### src/rtl/drr_rank_arbiter_if.sv
`default_nettype none
// ============================================================================
// Module      : drr_rank_arbiter_if
// Description : Requester, rank-calculator and control-plane signal bundle
//               for drr_rank_arbiter. The master side is the requesters,
//               calculator and control plane; the slave side is the arbiter.
// Revision    : 1.0 - initial release
// ============================================================================
interface drr_rank_arbiter_if #(
  parameter int NUM_REQ         = 4,
  parameter int REQ_DATA_WIDTH  = 24,
  parameter int RESULT_WIDTH    = 32,
  parameter int STALL_CNT_WIDTH = 16
);
  logic [NUM_REQ-1:0]                req_valid;
  logic [NUM_REQ*REQ_DATA_WIDTH-1:0] req_data;
  logic [NUM_REQ-1:0]                req_ready;
  logic                              calc_in_valid;
  logic [REQ_DATA_WIDTH-1:0]         calc_in_data;
  logic                              calc_out_valid;
  logic [RESULT_WIDTH-1:0]           calc_out_data;
  logic [NUM_REQ-1:0]                rsp_valid;
  logic [RESULT_WIDTH-1:0]           rsp_data;
  logic                              cfg_pause_req;
  logic                              cfg_pause_ack;
  logic [STALL_CNT_WIDTH-1:0]        stall_cnt;
  logic                              err_sticky;

  modport master (
    output req_valid, req_data, calc_out_valid, calc_out_data, cfg_pause_req,
    input  req_ready, calc_in_valid, calc_in_data, rsp_valid, rsp_data,
           cfg_pause_ack, stall_cnt, err_sticky
  );

  modport slave (
    input  req_valid, req_data, calc_out_valid, calc_out_data, cfg_pause_req,
    output req_ready, calc_in_valid, calc_in_data, rsp_valid, rsp_data,
           cfg_pause_ack, stall_cnt, err_sticky
  );
endinterface
`default_nettype wire

### src/rtl/drr_rank_arbiter.sv
`default_nettype none
// ============================================================================
// Module      : drr_rank_arbiter
// Description : Round-robin arbiter feeding a fixed-latency rank calculator.
//               Issues at most one request every two cycles, tracks in-flight
//               requests with a tag pipeline, routes results back one-hot,
//               supports a drain/pause handshake for weight reconfiguration,
//               counts stall cycles and flags response/tag mismatches.
// Revision    : 1.0 - initial release
// ============================================================================
module drr_rank_arbiter #(
  parameter int NUM_REQ         = 4,
  parameter int REQ_DATA_WIDTH  = 24,
  parameter int RESULT_WIDTH    = 32,
  parameter int CALC_LATENCY    = 2,
  parameter int STALL_CNT_WIDTH = 16
) (
  input logic               clk_dp,
  input logic               rst,
  drr_rank_arbiter_if.slave bus
);

  localparam int PTR_W = (NUM_REQ > 1) ? $clog2(NUM_REQ) : 1;

  typedef enum logic [1:0] {
    S_IDLE   = 2'd0,
    S_GAP    = 2'd1,
    S_DRAIN  = 2'd2,
    S_PAUSED = 2'd3
  } state_t;

  state_t                     r_state;
  state_t                     w_state_nxt;
  logic [PTR_W-1:0]           r_ptr;

  logic                       r_calc_in_valid;
  logic [REQ_DATA_WIDTH-1:0]  r_calc_in_data;
  logic [PTR_W-1:0]           r_issue_idx;

  logic [CALC_LATENCY-1:0]    r_tag_v;
  logic [PTR_W-1:0]           r_tag_idx [CALC_LATENCY];

  logic [NUM_REQ-1:0]         r_rsp_valid;
  logic [RESULT_WIDTH-1:0]    r_rsp_data;
  logic [STALL_CNT_WIDTH-1:0] r_stall_cnt;
  logic                       r_err_sticky;

  logic [PTR_W-1:0]           w_cand [NUM_REQ];
  logic                       w_found;
  logic [PTR_W-1:0]           w_grant_idx;
  logic                       w_grant_en;
  logic                       w_grant;
  logic [NUM_REQ-1:0]         w_ready;
  logic                       w_tag_out_v;
  logic [PTR_W-1:0]           w_tag_out_idx;
  logic                       w_hit;
  logic                       w_mismatch;
  logic                       w_drained;
  logic                       w_stall_inc;

  // Search order: candidate k is the requester k positions above the pointer.
  for (genvar k = 0; k < NUM_REQ; k++) begin : g_cand
    assign w_cand[k] = PTR_W'((32'(r_ptr) + 32'(k)) % 32'(NUM_REQ));
  end

  // Pick the first valid requester in round-robin order.
  always_comb begin
    w_found     = 1'b0;
    w_grant_idx = '0;
    for (int k = 0; k < NUM_REQ; k++) begin
      if (!w_found && bus.req_valid[w_cand[k]]) begin
        w_found     = 1'b1;
        w_grant_idx = w_cand[k];
      end
    end
  end

  // Grants only from IDLE with no pause request and never while in reset.
  assign w_grant_en = rst && (r_state == S_IDLE) && !bus.cfg_pause_req;
  assign w_grant    = w_grant_en && w_found;
  assign w_ready    = w_grant ? (NUM_REQ'(1) << w_grant_idx) : '0;

  assign w_tag_out_v   = r_tag_v[CALC_LATENCY-1];
  assign w_tag_out_idx = r_tag_idx[CALC_LATENCY-1];
  assign w_hit         = w_tag_out_v && bus.calc_out_valid;
  assign w_mismatch    = w_tag_out_v ^ bus.calc_out_valid;
  assign w_drained     = !r_calc_in_valid && (r_tag_v == '0);
  assign w_stall_inc   = (|bus.req_valid) && !w_grant;

  // Next-state logic for the issue/pause controller.
  always_comb begin
    w_state_nxt = r_state;
    case (r_state)
      S_IDLE: begin
        if (bus.cfg_pause_req) w_state_nxt = S_DRAIN;
        else if (w_grant)      w_state_nxt = S_GAP;
      end
      S_GAP: begin
        w_state_nxt = bus.cfg_pause_req ? S_DRAIN : S_IDLE;
      end
      S_DRAIN: begin
        if (!bus.cfg_pause_req) w_state_nxt = S_IDLE;
        else if (w_drained)     w_state_nxt = S_PAUSED;
      end
      S_PAUSED: begin
        if (!bus.cfg_pause_req) w_state_nxt = S_IDLE;
      end
      default: w_state_nxt = S_IDLE;
    endcase
  end

  // State register and round-robin pointer.
  always_ff @(posedge clk_dp) begin
    if (!rst) begin
      r_state <= S_IDLE;
      r_ptr   <= '0;
    end else begin
      r_state <= w_state_nxt;
      if (w_grant) begin
        r_ptr <= PTR_W'((32'(w_grant_idx) + 32'd1) % 32'(NUM_REQ));
      end
    end
  end

  // Issue stage: one-cycle strobe with the granted word, zero otherwise.
  always_ff @(posedge clk_dp) begin
    if (!rst) begin
      r_calc_in_valid <= 1'b0;
      r_calc_in_data  <= '0;
      r_issue_idx     <= '0;
    end else begin
      r_calc_in_valid <= w_grant;
      r_calc_in_data  <= w_grant ?
                         bus.req_data[32'(w_grant_idx)*REQ_DATA_WIDTH +: REQ_DATA_WIDTH] : '0;
      r_issue_idx     <= w_grant_idx;
    end
  end

  // Tag pipeline entered alongside the issue strobe; its output lines up with
  // the calculator result.
  always_ff @(posedge clk_dp) begin
    if (!rst) begin
      r_tag_v <= '0;
      for (int k = 0; k < CALC_LATENCY; k++) begin
        r_tag_idx[k] <= '0;
      end
    end else begin
      r_tag_v[0]   <= r_calc_in_valid;
      r_tag_idx[0] <= r_issue_idx;
      for (int k = 1; k < CALC_LATENCY; k++) begin
        r_tag_v[k]   <= r_tag_v[k-1];
        r_tag_idx[k] <= r_tag_idx[k-1];
      end
    end
  end

  // Response return and sticky mismatch flag.
  always_ff @(posedge clk_dp) begin
    if (!rst) begin
      r_rsp_valid  <= '0;
      r_rsp_data   <= '0;
      r_err_sticky <= 1'b0;
    end else begin
      r_rsp_valid  <= w_hit ? (NUM_REQ'(1) << w_tag_out_idx) : '0;
      r_rsp_data   <= w_hit ? bus.calc_out_data : '0;
      r_err_sticky <= r_err_sticky | w_mismatch;
    end
  end

  // Saturating count of cycles with pending requests but no grant.
  always_ff @(posedge clk_dp) begin
    if (!rst) begin
      r_stall_cnt <= '0;
    end else if (w_stall_inc && (r_stall_cnt != '1)) begin
      r_stall_cnt <= r_stall_cnt + 1'b1;
    end
  end

  assign bus.req_ready     = w_ready;
  assign bus.calc_in_valid = r_calc_in_valid;
  assign bus.calc_in_data  = r_calc_in_data;
  assign bus.rsp_valid     = r_rsp_valid;
  assign bus.rsp_data      = r_rsp_data;
  assign bus.cfg_pause_ack = (r_state == S_PAUSED);
  assign bus.stall_cnt     = r_stall_cnt;
  assign bus.err_sticky    = r_err_sticky;

endmodule
`default_nettype wire

### src/flat_wrapper.sv
// flat-port wrapper written by rule: the top's interface ports become plain ports
module drr_rank_arbiter_flat 
#(
  parameter int NUM_REQ         = 4,
  parameter int REQ_DATA_WIDTH  = 24,
  parameter int RESULT_WIDTH    = 32,
  parameter int CALC_LATENCY    = 2,
  parameter int STALL_CNT_WIDTH = 16
)
  (clk_dp, rst, bus_req_valid, bus_req_data, bus_calc_out_valid, bus_calc_out_data, bus_cfg_pause_req, bus_req_ready, bus_calc_in_valid, bus_calc_in_data, bus_rsp_valid, bus_rsp_data, bus_cfg_pause_ack, bus_stall_cnt, bus_err_sticky);
  drr_rank_arbiter_if #(.NUM_REQ(NUM_REQ), .REQ_DATA_WIDTH(REQ_DATA_WIDTH), .RESULT_WIDTH(RESULT_WIDTH), .STALL_CNT_WIDTH(STALL_CNT_WIDTH)) bus_i ();
  input logic clk_dp;
  input logic rst;
  input wire logic [$bits(bus_i.req_valid)-1:0] bus_req_valid;
  input wire logic [$bits(bus_i.req_data)-1:0] bus_req_data;
  input wire logic [$bits(bus_i.calc_out_valid)-1:0] bus_calc_out_valid;
  input wire logic [$bits(bus_i.calc_out_data)-1:0] bus_calc_out_data;
  input wire logic [$bits(bus_i.cfg_pause_req)-1:0] bus_cfg_pause_req;
  output wire logic [$bits(bus_i.req_ready)-1:0] bus_req_ready;
  output wire logic [$bits(bus_i.calc_in_valid)-1:0] bus_calc_in_valid;
  output wire logic [$bits(bus_i.calc_in_data)-1:0] bus_calc_in_data;
  output wire logic [$bits(bus_i.rsp_valid)-1:0] bus_rsp_valid;
  output wire logic [$bits(bus_i.rsp_data)-1:0] bus_rsp_data;
  output wire logic [$bits(bus_i.cfg_pause_ack)-1:0] bus_cfg_pause_ack;
  output wire logic [$bits(bus_i.stall_cnt)-1:0] bus_stall_cnt;
  output wire logic [$bits(bus_i.err_sticky)-1:0] bus_err_sticky;
  assign bus_i.req_valid = bus_req_valid;
  assign bus_i.req_data = bus_req_data;
  assign bus_i.calc_out_valid = bus_calc_out_valid;
  assign bus_i.calc_out_data = bus_calc_out_data;
  assign bus_i.cfg_pause_req = bus_cfg_pause_req;
  assign bus_req_ready = bus_i.req_ready;
  assign bus_calc_in_valid = bus_i.calc_in_valid;
  assign bus_calc_in_data = bus_i.calc_in_data;
  assign bus_rsp_valid = bus_i.rsp_valid;
  assign bus_rsp_data = bus_i.rsp_data;
  assign bus_cfg_pause_ack = bus_i.cfg_pause_ack;
  assign bus_stall_cnt = bus_i.stall_cnt;
  assign bus_err_sticky = bus_i.err_sticky;
  drr_rank_arbiter #(.NUM_REQ(NUM_REQ), .REQ_DATA_WIDTH(REQ_DATA_WIDTH), .RESULT_WIDTH(RESULT_WIDTH), .CALC_LATENCY(CALC_LATENCY), .STALL_CNT_WIDTH(STALL_CNT_WIDTH)) u_core (.clk_dp(clk_dp), .rst(rst), .bus(bus_i));
endmodule
### config.mk
export PLATFORM = sky130hd
export DESIGN_NAME = drr_rank_arbiter_flat
export DESIGN_NICKNAME = d
export VERILOG_FILES = /design/src/rtl/drr_rank_arbiter_if.sv /design/src/rtl/drr_rank_arbiter.sv /design/src/flat_wrapper.sv
export SDC_FILE = /design/constraint.sdc
export NUM_CORES = 1
export LEC_CHECK = 0
export ABC_AREA = 0
export CORE_UTILIZATION = 45
export DETAILED_ROUTE_END_ITERATION = 10
export DONT_BUFFER_PORTS = 1
export GPL_TIMING_DRIVEN = 0
export PLACE_DENSITY_LB_ADDON = 0.05
export REMOVE_ABC_BUFFERS = 1
export SLEW_MARGIN = 0
export SYNTH_ARGS = -nofsm -noshare
export SYNTH_HDL_FRONTEND = slang
export SYNTH_SLANG_ARGS = --single-unit
### constraint.sdc
create_clock -name clk_dp -period 3.9 [get_ports clk_dp]
set_clock_uncertainty 0.1 [all_clocks]
set_input_delay 0.975 -clock clk_dp [delete_from_list [all_inputs] [get_ports clk_dp]]
set_output_delay 0.975 -clock clk_dp [all_outputs]
set_load 0.005 [all_outputs]
==> run_results.csv <==
group,metric,value,unit
synthesis,netlist_area,0.00360,mm2
route,drt-total-wl,7.67,mm
setup_path,critical_path.endpoint_type,"output pin",
place,buffer_ports.inserted,0,
sta,hold_violations,0,
sta,final-setup-viol-count,0,
global_route,grt_pass1_wl,12.0,mm
setup_path,timing.setup.critical_path_class,"in2out",
global_route,overflow,0,
route,drt.antenna.violating_nets,0,
setup_path,cpMostUsedCell,"sky130_fd_sc_hd__nor2_1",
synthesis,post_synthesis_cell_type_count,39,
die,die_y,91.4,um
layout,nets,476,
sta,final_period_minus_worst_setup_slack,3.72,ns
place,dpl_cell_area,0.00367,mm2
die,design.die.area,0.00835,mm2
layout,fin_area,0.00388,mm2
route,drt_iter0_markers,82,
layout,area_growth_syn_to_layout,7.93,%
die,floorplan.io_pins,219,
setup_path,crit_path_start_kind,"input port",
route,route.detailed.wl_per_inst,17.2,um
setup_path,path_buf_inv,0,
global_route,grt_antenna_before_repair,0,
setup_path,cp_top_family,"simple AND/OR/NAND/NOR gates",
setup_path,cp_slowest_stage_delay,0.61,ns
synthesis,synth_area_leaders,"sky130_fd_sc_hd__dfxtp_1 50%, sky130_fd_sc_hd__mux2i_1 14%, sky130_fd_sc_hd__and3_1 6.4%, sky130_fd_sc_hd__o22ai_1 4.2%, sky130_fd_sc_hd__and2_1 3.5%",
clock_tree,clk_latency,0.36,ns
sta,maxClockFrequency,269,MHz
synthesis,synth.largest_area_cell,"sky130_fd_sc_hd__dfxtp_1",
clock_tree,cts_num_sinks,90,
power,cellLeakagePower,0.00178,uW
sta,grt_setup_unrepaired,"no",
worst_hold_path,hold_path_class,"reg2reg",
clock_tree,cts_repair_resize_count,0,
setup_path,critical_path.slowest_cell,"sky130_fd_sc_hd__nand2b_1",
power,ir_worst_vdd,0.000202,V
synthesis,synth-main-ff-cell,"sky130_fd_sc_hd__dfxtp_1",
setup_path,crit_required,2.82,ns
die,floorplan.rows,32,
sta,timing_worst_slew_pin_value,1.09,ns
route,drt_pre_antenna_iters,4,
global_route,maximum_number_of_pins_on_one_net_before_global_route_repair,67,
synthesis,edff_count_synth,0,
clock_tree,bufs_on_longest_clock_path,2,
route,drc,0,
run,cap_violations,0,
layout,antennaDiodeCount,0,
sta,worst_case_headroom_to_the_max_slew_limit,27.4,%
clock_tree,postCtsSetupBuffers,0,
global_route,groute.usage.overall,18.5,%
place,place_hpwl,5.58,mm
clock_tree,worst_setup_hold_path_clk_slew,0.10,ns
setup_path,arrival,2.65,ns
synthesis,synth_top_area_share,50.1,%
layout,post_route_cells_drive_above_1_share,7.29,%
synthesis,yosys_warns,0,
sta,finalCritPeriodShare,95.4,%
global_route,first_global_vias,2352,
power,powerDensity,474,mW/mm2
die,initial_core_util,46.6,%
synthesis,ys_async_sr_fraction,0,%
sta,final.setup.tns,0,ns
place,finalWeightedCongestion,0.776,
setup_path,crit_chain,"or4b_4 > nor2_1 > nand2b_1 > nor2_1",
synthesis,synth_seq_area_share,50.1,%
outcome,status,"finished clean",
synthesis,syn_inst,346,
die,die_w,91.4,um
global_route,use_met2,30.9,%
synthesis,ys_ff_latch,90,
route,num_vias,2498,
clock_tree,cts_inserted_buffers,9,
global_route,grt_busiest_layer,"met2",
global_route,groute.layer.met3.usage,7.37,%
synthesis,avgSynthCellArea,10.4,um2
die,coreArea,0.00773,mm2
global_route,groute.layer.met1.usage,20.5,%
route,via_per_inst,5.61,
clock_tree,cts_hold_buffers,0,
clock_tree,cts_tree,"built",
clock_tree,htree_num_levels,3,
sta,report.final.slew_viol_count,0,
clock_tree,cts_root_buf,"sky130_fd_sc_hd__clkbuf_8",
setup_path,cp_max_fo,66,
[final timing paths]
check                                        start                                    end  slack (ns)  cells past startpoint
setup / recovery                               rst                       bus_req_ready[1]        0.18                      4
hold / removal    u_core.r_issue_idx[1]$_SDFF_PN0_      u_core.r_tag_idx[0][1]$_SDFF_PN0_        0.33                      1
setup reg to reg      u_core.r_ptr[1]$_SDFFE_PN0P_  u_core.bus.calc_in_data[2]$_SDFF_PN0_        1.60                      5
hold reg to reg   u_core.r_issue_idx[1]$_SDFF_PN0_      u_core.r_tag_idx[0][1]$_SDFF_PN0_        0.33                      1
[cells by family (layout without fill, tap and decap cells)]
family                   count (synthesis)  in the layout  synth area share (%)
flip-flops                              90             90                  50.1
adder cells (fa/ha/maj)                  2              2                 0.696
buffers and inverters                   26             23                  3.76
XOR/XNOR                                11             11                  2.68
AND/OR/NAND/NOR                        123            123                  20.4
multiplexers                            50             50                  13.9
AO/OA/AOI/OAI                           44             44                  8.49
[Yosys cell counts, types with 4 or more instances]
master,n
sky130_fd_sc_hd__nor4_1,4
sky130_fd_sc_hd__nand2_1,11
sky130_fd_sc_hd__nor3_1,6
sky130_fd_sc_hd__o22ai_1,24
sky130_fd_sc_hd__inv_1,5
sky130_fd_sc_hd__nand3_1,8
sky130_fd_sc_hd__and3_1,37
sky130_fd_sc_hd__nand4_1,7
sky130_fd_sc_hd__and2_1,20
sky130_fd_sc_hd__dfxtp_1,90
sky130_fd_sc_hd__xor2_1,5
sky130_fd_sc_hd__nor2_1,13
sky130_fd_sc_hd__o21a_1,4
sky130_fd_sc_hd__xnor2_1,6
sky130_fd_sc_hd__buf_2,6
sky130_fd_sc_hd__mux2i_1,50
sky130_fd_sc_hd__clkbuf_1,10
[through the flow]
step / total power [uW] / instances / hold slack [ns] / worst slack (ns) / util [%]
2_1_floorplan: 1150 / 325 / 0.312 / -0.490 / -
4_1_cts: 1870 / 445 / 0.340 / 0.136 / 50.2
3_3_place_gp: 1180 / 427 / 0.315 / -0.853 / 46.7
5_1_grt: 1920 / 445 / 0.353 / 0.0483 / 50.2
6_report: 1840 / 445 / 0.334 / 0.179 / 50.2
3_5_place_dp: 1180 / 429 / 0.319 / 0.140 / 47.5
[where the power goes]
part / total [uW] / switching, uW / leakage [uW] / internal (uW)
Clock: 681 / 365 / 0.000108 / 316
Combinational: 186 / 88.2 / 0.000940 / 97.4
Sequential: 973 / 23.1 / 0.000730 / 950
Total: 1840 / 476 / 0.00178 / 1360
[worst reg2reg max path: stages (launching register included)]
cell and delay, ns:
sky130_fd_sc_hd__dfxtp_1 0.47, sky130_fd_sc_hd__nand2_1 0.07, sky130_fd_sc_hd__and3_1 0.18, sky130_fd_sc_hd__o32a_1 0.35, sky130_fd_sc_hd__nand2b_1 0.68, sky130_fd_sc_hd__o22ai_1 0.37
[flip-flops by register name (all words and copies together), names as in the netlist, 2 cells and up]
register and cells:
u_core.bus.calc_in_data 24, u_core.bus.rsp_data 32, u_core.r_issue_idx 2, u_core.bus.rsp_valid 4
u_core.r_ptr 2, u_core.r_state 2, u_core.r_tag_idx 4, u_core.bus.stall_cnt 16
u_core.r_tag_v 2
[cell usage in the layout, fill, tap and decap left out, types with 4 or more instances in the layout]
master,netlist,routed
sky130_fd_sc_hd__dfxtp_1,90,90
sky130_fd_sc_hd__mux2i_1,50,50
sky130_fd_sc_hd__and3_1,37,37
sky130_fd_sc_hd__o22ai_1,24,24
sky130_fd_sc_hd__and2_1,20,20
sky130_fd_sc_hd__nor2_1,13,13
sky130_fd_sc_hd__nand2_1,11,11
sky130_fd_sc_hd__clkbuf_8,0,9
sky130_fd_sc_hd__nand3_1,8,8
sky130_fd_sc_hd__nand4_1,7,7
sky130_fd_sc_hd__nor3_1,6,6
sky130_fd_sc_hd__xnor2_1,6,6
sky130_fd_sc_hd__inv_1,5,5
sky130_fd_sc_hd__xor2_1,5,5
sky130_fd_sc_hd__nor4_1,4,4
sky130_fd_sc_hd__o21a_1,4,4
sky130_fd_sc_hd__inv_8,0,4
[layer usage]
layer	part of all wire [%]	wire length [um]
met5	0	0
met2	50	3820
met3	8.1	619
met1	40	3090
met4	1.9	146
[area by class of cell]
cell class | count | area (um2)
fillers | 722 | 3840
clock inverters | 7 | 91.3
clock buffers | 9 | 124
multi-input cells | 230 | 1670
repair buffers | 2 | 47.5
well taps | 102 | 128
inverters | 5 | 18.8
flip-flops and latches | 90 | 1800
No activity file was read; power rests on OpenSTA's default activity.
